### config.mk
export PLATFORM = sky130hd
export DESIGN_NAME = ram_arbiter_flat
export DESIGN_NICKNAME = d
export VERILOG_FILES = /design/src/rtl/ram_arbiter_if.sv /design/src/rtl/ram_arbiter.sv /design/src/flat_wrapper.sv
export SDC_FILE = /design/constraint.sdc
export NUM_CORES = 1
export LEC_CHECK = 0
export ABC_AREA = 1
export ABC_CLOCK_PERIOD_IN_PS = 3500
export CORE_ASPECT_RATIO = 0.5
export CORE_MARGIN = 2
export CORE_UTILIZATION = 35
export DETAILED_ROUTE_END_ITERATION = 10
export PLACE_DENSITY = 0.68
export SYNTH_ARGS = -nofsm -noshare
export SYNTH_HDL_FRONTEND = slang
export SYNTH_SLANG_ARGS = --single-unit
### constraint.sdc
create_clock -name clock -period 3.5 [get_ports clock]
set_input_delay 0.7 -clock clock [delete_from_list [all_inputs] [get_ports clock]]
set_output_delay 0.7 -clock clock [all_outputs]
set_load 0.02 [all_outputs]
### src/rtl/ram_arbiter_if.sv
// Requester-side handshake bundle for ram_arbiter: one instance per port.
// The requester holds req with we/addr/wdata stable until ack pulses.
interface ram_arbiter_if #(
   parameter int ADDR_W = 5,
   parameter int DATA_W = 16
);
   logic              req;
   logic              we;
   logic [ADDR_W-1:0] addr;
   logic [DATA_W-1:0] wdata;
   logic              ack;
   logic [DATA_W-1:0] rdata;

   modport master (output req, we, addr, wdata, input ack, rdata);
   modport slave  (input req, we, addr, wdata, output ack, rdata);
endinterface

### src/rtl/ram_arbiter.sv
// Two-requester arbiter and access sequencer for the single-port data RAM.
// Port 0 (uc) has fixed priority; a starvation counter forces a dbg grant after MAX_WAIT contested uc grants.
module ram_arbiter #(
   parameter int ADDR_W   = 5,
   parameter int DATA_W   = 16,
   parameter int MAX_WAIT = 4
) (
   input  logic              clock,
   input  logic              reset,
   ram_arbiter_if.slave      uc,
   ram_arbiter_if.slave      dbg,
   output logic              ram_wren,
   output logic [ADDR_W-1:0] ram_address,
   output logic [DATA_W-1:0] ram_data,
   input  logic [DATA_W-1:0] ram_q,
   output logic              busy,
   output logic              grant
);
   typedef enum logic [1:0] {IDLE, ISSUE, WAIT, RESP} state_t;

   localparam logic [3:0] STARVE_MAX = 4'(MAX_WAIT);

   state_t            state;
   logic [3:0]        starve_cnt;
   logic              we_lat;
   logic              ack_uc;
   logic              ack_dbg;
   logic [DATA_W-1:0] rdata_uc;
   logic [DATA_W-1:0] rdata_dbg;
   logic              pick_dbg;

   assign pick_dbg  = dbg.req && (!uc.req || starve_cnt == STARVE_MAX);
   assign uc.ack    = ack_uc;
   assign uc.rdata  = rdata_uc;
   assign dbg.ack   = ack_dbg;
   assign dbg.rdata = rdata_dbg;

   always_ff @(posedge clock or posedge reset) begin
      if (reset) begin
         state       <= IDLE;
         starve_cnt  <= '0;
         we_lat      <= 1'b0;
         ack_uc      <= 1'b0;
         ack_dbg     <= 1'b0;
         rdata_uc    <= '0;
         rdata_dbg   <= '0;
         ram_wren    <= 1'b0;
         ram_address <= '0;
         ram_data    <= '0;
         busy        <= 1'b0;
         grant       <= 1'b0;
      end else begin
         ack_uc   <= 1'b0;
         ack_dbg  <= 1'b0;
         ram_wren <= 1'b0;
         case (state)
            IDLE: begin
               if (uc.req || dbg.req) begin
                  grant       <= pick_dbg;
                  we_lat      <= pick_dbg ? dbg.we    : uc.we;
                  ram_wren    <= pick_dbg ? dbg.we    : uc.we;
                  ram_address <= pick_dbg ? dbg.addr  : uc.addr;
                  ram_data    <= pick_dbg ? dbg.wdata : uc.wdata;
                  busy        <= 1'b1;
                  state       <= ISSUE;
                  // Only a contested uc grant counts toward dbg starvation.
                  if (pick_dbg)
                     starve_cnt <= '0;
                  else if (dbg.req && starve_cnt != STARVE_MAX)
                     starve_cnt <= starve_cnt + 4'd1;
               end
            end
            ISSUE: begin
               if (we_lat) begin
                  ack_uc  <= !grant;
                  ack_dbg <= grant;
                  state   <= RESP;
               end else begin
                  state   <= WAIT;
               end
            end
            WAIT: begin
               // ram_q reflects the address presented during ISSUE.
               if (grant)
                  rdata_dbg <= ram_q;
               else
                  rdata_uc  <= ram_q;
               ack_uc  <= !grant;
               ack_dbg <= grant;
               state   <= RESP;
            end
            RESP: begin
               busy  <= 1'b0;
               state <= IDLE;
            end
            default: begin
               busy  <= 1'b0;
               state <= IDLE;
            end
         endcase
      end
   end

   a_ack_exclusive : assert property (@(posedge clock) disable iff (reset)
      !(ack_uc && ack_dbg));

   a_wren_only_write : assert property (@(posedge clock) disable iff (reset)
      ram_wren |-> (we_lat && state == ISSUE));

endmodule

### src/flat_wrapper.sv
// flat-port wrapper written by rule: the top's interface ports become plain ports
module ram_arbiter_flat 
#(
   parameter int ADDR_W   = 5,
   parameter int DATA_W   = 16,
   parameter int MAX_WAIT = 4
)
  (clock, reset, ram_wren, ram_address, ram_data, ram_q, busy, grant, uc_req, uc_we, uc_addr, uc_wdata, uc_ack, uc_rdata, dbg_req, dbg_we, dbg_addr, dbg_wdata, dbg_ack, dbg_rdata);
  ram_arbiter_if #(.ADDR_W(ADDR_W), .DATA_W(DATA_W)) uc_i ();
  ram_arbiter_if #(.ADDR_W(ADDR_W), .DATA_W(DATA_W)) dbg_i ();
  input  logic clock;
  input  logic reset;
  output logic ram_wren;
  output logic [ADDR_W-1:0] ram_address;
  output logic [DATA_W-1:0] ram_data;
  input  logic [DATA_W-1:0] ram_q;
  output logic busy;
  output logic grant;
  input wire logic [$bits(uc_i.req)-1:0] uc_req;
  input wire logic [$bits(uc_i.we)-1:0] uc_we;
  input wire logic [$bits(uc_i.addr)-1:0] uc_addr;
  input wire logic [$bits(uc_i.wdata)-1:0] uc_wdata;
  output wire logic [$bits(uc_i.ack)-1:0] uc_ack;
  output wire logic [$bits(uc_i.rdata)-1:0] uc_rdata;
  input wire logic [$bits(dbg_i.req)-1:0] dbg_req;
  input wire logic [$bits(dbg_i.we)-1:0] dbg_we;
  input wire logic [$bits(dbg_i.addr)-1:0] dbg_addr;
  input wire logic [$bits(dbg_i.wdata)-1:0] dbg_wdata;
  output wire logic [$bits(dbg_i.ack)-1:0] dbg_ack;
  output wire logic [$bits(dbg_i.rdata)-1:0] dbg_rdata;
  assign uc_i.req = uc_req;
  assign uc_i.we = uc_we;
  assign uc_i.addr = uc_addr;
  assign uc_i.wdata = uc_wdata;
  assign uc_ack = uc_i.ack;
  assign uc_rdata = uc_i.rdata;
  assign dbg_i.req = dbg_req;
  assign dbg_i.we = dbg_we;
  assign dbg_i.addr = dbg_addr;
  assign dbg_i.wdata = dbg_wdata;
  assign dbg_ack = dbg_i.ack;
  assign dbg_rdata = dbg_i.rdata;
  ram_arbiter #(.ADDR_W(ADDR_W), .DATA_W(DATA_W), .MAX_WAIT(MAX_WAIT)) u_core (.clock(clock), .reset(reset), .uc(uc_i), .dbg(dbg_i), .ram_wren(ram_wren), .ram_address(ram_address), .ram_data(ram_data), .ram_q(ram_q), .busy(busy), .grant(grant));
endmodule
=== After elaboration in Yosys (flattened, before gate mapping) ===
Index checks and enable logic that the tools add are counted.

* Add/subtract/negate cells: 1
* Equality and inequality tests: 6
* Mux-type cells: 16
* Bitwise gates (word level): 1
* Reductions and logical operators: 14

{| class="wikitable"
|+ Operators with widths
! cell !! count
|-
| $mux W16 || 1
|-
| $mux W4 || 2
|-
| $pmux W2 S4 || 1
|-
| $reduce_and A2 Y1 || 4
|-
| $mux W1 || 7
|-
| $pmux W1 S2 || 3
|-
| $mux W5 || 1
|-
| $add A4 B1 Y4 const B || 1
|-
| $eq A2 B2 Y1 const B || 2
|-
| $eq A4 B3 Y1 const B || 1
|-
| $ne A4 B3 Y1 const B || 1
|-
| $reduce_bool A2 Y1 || 2
|-
| $reduce_and A3 Y1 || 1
|-
| $eq A2 B1 Y1 const B || 1
|-
| $logic_and A1 B1 Y1 || 2
|-
| $logic_not A1 Y1 || 2
|-
| $logic_not A2 Y1 || 1
|-
| $logic_or A1 B1 Y1 || 2
|-
| $mux W2 || 1
|-
| $ne A2 B1 Y1 const B || 1
|-
| $not A1 Y1 || 1
|}

* Register bits: 65
* Input bits: 64

=== Logic depth before layout (Yosys ltp) ===
* Depth after elaboration: 6
* Mapped depth: 9

=== Least setup slack after synthesis ===
Ideal clock, no wire load.

* Kind: input-to-reg
* Start: input port dbg_req
* End: register u_core.ram_address[0]
* Library setup time: 117 ps
* Arrival: 1,354 ps
* Data required time: 3,383 ps
* Slack: 2,029 ps
* Stages: 6
* Buffers on the path: 2
* Path through: buf_4 o21ai_4 inv_2 buf_6 nand3_1 nand2_1

* Longest elaborated chain between the ends: 2

{| class="wikitable"
|+ RTL lines
! item !! line !! source
|-
| from (decl) || flat_wrapper.sv:25 || <nowiki>input wire logic [$bits(dbg_i.req)-1:0] dbg_req;</nowiki>
|-
| $logic_and A1 B1 Y1 / $logic_or A1 B1 Y1 (equally long branches) || ram_arbiter.sv:32, ram_arbiter.sv:58 ||
|-
| $mux W5 / $reduce_and A2 Y1 (equally long branches) || -- ||
|-
| to (signal assigned) || ram_arbiter.sv:62 || <nowiki>ram_address <= pick_dbg ? dbg.addr : uc.addr;</nowiki>
|-
| to (decl) || ram_arbiter.sv:13 || <nowiki>output logic [ADDR_W-1:0] ram_address,</nowiki>
|}

Several ways; a longest one is shown, not always the timed one.
A chain may end at the register's enable or synchronous reset.

=== Worst setup path after layout ===
* Start: input port uc_req
* End: register u_core.we_lat

* Longest elaborated chain between the ends: 4

{| class="wikitable"
|+ RTL lines
! item !! line !! source
|-
| from (decl) || flat_wrapper.sv:19 || <nowiki>input wire logic [$bits(uc_i.req)-1:0] uc_req;</nowiki>
|-
| $logic_not A1 Y1 || ram_arbiter.sv:32 || <nowiki>assign pick_dbg = dbg.req && (!uc.req || starve_cnt == STARVE_MAX);</nowiki>
|-
| $logic_or A1 B1 Y1 || ram_arbiter.sv:32 ||
|-
| $logic_and A1 B1 Y1 || ram_arbiter.sv:32 ||
|-
| $mux W1 || ram_arbiter.sv:60 || <nowiki>we_lat <= pick_dbg ? dbg.we : uc.we;</nowiki>
|-
| to (signal assigned) || ram_arbiter.sv:60 ||
|-
| to (decl) || ram_arbiter.sv:25 || <nowiki>logic we_lat;</nowiki>
|}

Several ways; a longest one is shown, not always the timed one.

==> flow_summary.json <==
{
  "rsz0062_at_grt": "no",
  "slew_violations": 0,
  "final.setup.tns_ns": 0,
  "hold_start": "u_core.ram_data[11]$_DFFE_PP0P_",
  "hold_end": "u_core.ram_data[11]$_DFFE_PP0P_",
  "fp.dieW_um": 135.5,
  "num-fill-cells": 750,
  "critPathCaptureType": "flip-flop",
  "dieHeight_um": 69.74,
  "drc_errors": 0,
  "grt_max_degree": 38,
  "clkTransAtPathRegs_ns": 0.05,
  "worst_ep_required_time_ns": 3.71,
  "tightest_slew_ns": 0.9202,
  "dieArea_um2": 9449,
  "leakage_nw": 2.377,
  "final_common_cell": "clkdlybuf4s50_1",
  "cp-start-kind": "input port",
  "arrival_ns": 2.35,
  "slew-limit-headroom_pct": 38.50,
  "cts_setup_buffers": 0,
  "path_cells": "clkdlybuf4s50_1 -> nand2_2 -> nand2_2 -> nand2_1 -> nand3_1 -> nand2_1",
  "grt-ovfl-total": 0,
  "tritoncts": "built",
  "setup.worst_path.class": "in2reg",
  "r2r_start": "u_core.starve_cnt[0]$_DFFE_PP0P_",
  "routedWlPerCell_um": 12.31,
  "syn_area_per_cell_um2": 8.089,
  "rr_endpoint": "u_core.we_lat$_DFFE_PP0P_",
  "clockBufferDepth": 2,
  "hpwl_um": 5217,
  "drive_gt1_share_pct": 4.628,
  "synth_top_area_cell": "dfrtp_1",
  "max_freq_mhz": 468.0,
  "diodes": 0,
  "wl_um": 7497,
  "seq_area_frac_synth_pct": 53.76,
  "r2r_cells": 8,
  "syn_to_final_growth_pct": 53.14,
  "synth_cells": 374,
  "drtIter0Drc": 125,
  "vias": 2670,
  "grt_usage_pct": 16.94,
  "min_path_cells": 2,
  "grt_pass1_vias": 2583,
  "fin_crit_ns": 2.137,
  "fin_crit_sh_pct": 61.05,
  "cap_violations": 0,
  "crit_path_max_fanout": 24,
  "power_mw": 4.161,
  "syn_area_um2": 3025,
  "reg2reg_slack_ns": 1.57,
  "fin_nets": 563,
  "peakVddDrop_mv": 0.3465,
  "most-common-layout-cells": "121 x clkdlybuf4s50_1, 111 x nand2_1, 72 x inv_1",
  "power.density_nw_per_um2": 898.1,
  "ant_nets": 0,
  "skew_ns": 0.004344,
  "cpPeakStageDelay_ns": 0.57,
  "ys_warn_count": 0,
  "clock_sinks": 65,
  "start_util_pct": 36.89,
  "ys_seq_elements": 65,
  "grt_pass1_wl_um": 12650,
  "viasPerCell": 4.384,
  "cts_buffers": 9,
  "ios": 122,
  "core_um2": 8202,
  "rows": 23,
  "cts_resized": 0,
  "outcome": "finished, final reports clean",
  "io_buffers": 121,
  "syn_nets": 445,
  "hold_path.class": "reg2reg",
  "hold_buffers": 0,
  "synth_top_area_share_pct": 53.76,
  "antenna_found_initial": 0,
  "htreeDepth": 3,
  "clockRootBuffer": "clkbuf_16",
  "drtPass1Iterations": 4,
  "hold_violations": 0,
  "clkLatencyLatePin_ns": 0.32,
  "setup_viol": 0,
  "crit_path_top_delay_cell": "clkdlybuf4s50_1",
  "ys_types": 16,
  "yosys-top-cells-area": "dfrtp_1 54%, nand2_1 14%, inv_1 9.1%, nand3_1 8.4%, o21ai_0 6.3%",
  "globalplace.congestion": 0.7273
}
## flip-flops by register name (all words and copies together), names as in the netlist
name                flops
u_core.state            2
u_core.starve_cnt       4
u_core.we_lat           1
u_core.uc.rdata        16
u_core.ram_data        16
u_core.ram_wren         1
u_core.dbg.ack          1
u_core.grant            1
u_core.busy             1
u_core.ram_address      5
u_core.dbg.rdata       16
u_core.uc.ack           1
## synth_stat cells
master / n
o21ai_0: 38
inv_1: 73
clkbuf_1: 5
buf_2: 7
buf_4: 1
a21oi_1: 2
inv_2: 1
dfrtp_1: 65
ha_1: 7
nand2_2: 2
nand3_1: 51
buf_6: 4
nand2_1: 111
nor3_1: 3
nor2_1: 3
o21ai_4: 1
## worst max-delay path by stage
stage,start,endpoint,depth (start not counted)
6_report,uc_req,u_core.we_lat$_DFFE_PP0P_,6
3_5_place_dp,uc_req,u_core.ram_address[1]$_DFFE_PP0P_,6
4_1_cts,uc_req,u_core.ram_address[1]$_DFFE_PP0P_,6
3_3_place_gp,uc_req,u_core.we_lat$_DFFE_PP0P_,6
2_1_floorplan,reset,u_core.busy$_DFFE_PP0P_,1
5_1_grt,uc_req,u_core.ram_address[1]$_DFFE_PP0P_,6
## metal layers
metal / share of wire [%] / global-route usage (%) / routed length [um]
met2: 49 / 28.03 / 3660
met4: 0.89 / 5.208 / 67
met1: 46 / 21.72 / 3444
met3: 4.3 / 4.605 / 325
met5: 0 / 0 / 0
## critical path, delay by kind of cell
| kind | cells | cell delay, ns |
|---|---|---|
| and+or+nand+nor | 5 | 1.08 |
| buffers and inverters | 1 | 0.57 |
## where the power goes
part           switching (mW)  internal (mW)
registers               0.200           1.12
clock network           0.300          0.648
logic                    1.04          0.849
total                    1.54           2.62
## layout make-up
cell class	count	area, um^2	area share [%]
Tap cell	112	140.1	3.025
Sequential cell	65	1627	35.11
Clock buffer	15	297.8	6.427
Timing Repair Buffer	124	1246	26.90
Multi-Input combinational cell	218	1015	21.90
Inverter	74	277.8	5.995
Clock inverter	1	30.03	0.6481
## through the flow
stage | setup WS, ns | instance area [um^2] | std cells | util, % | hold slack (ns)
floorplan | 1.174 | 3025 | 374 | - | 0.4720
global placement | 1.082 | 4305 | 593 | 52.49 | 0.4624
detailed placement | 1.035 | 4305 | 593 | 52.49 | 0.4655
CTS | 1.366 | 4633 | 609 | 56.49 | 0.4802
global route | 1.216 | 4633 | 609 | 56.49 | 0.5026
finish | 1.363 | 4633 | 609 | 56.49 | 0.4757
## logic make-up (layout without fill, tap and decap cells)
group	count (synthesis)	in the layout	share of synthesized area, %
AND/OR/NAND/NOR	170	170	23.49
adder cells (fa/ha/maj)	7	7	2.895
AO/OA/AOI/OAI	41	41	7.155
buffers and inverters	91	214	12.70
flip-flops	65	65	53.76
No activity file was read; power rests on OpenSTA's default activity.
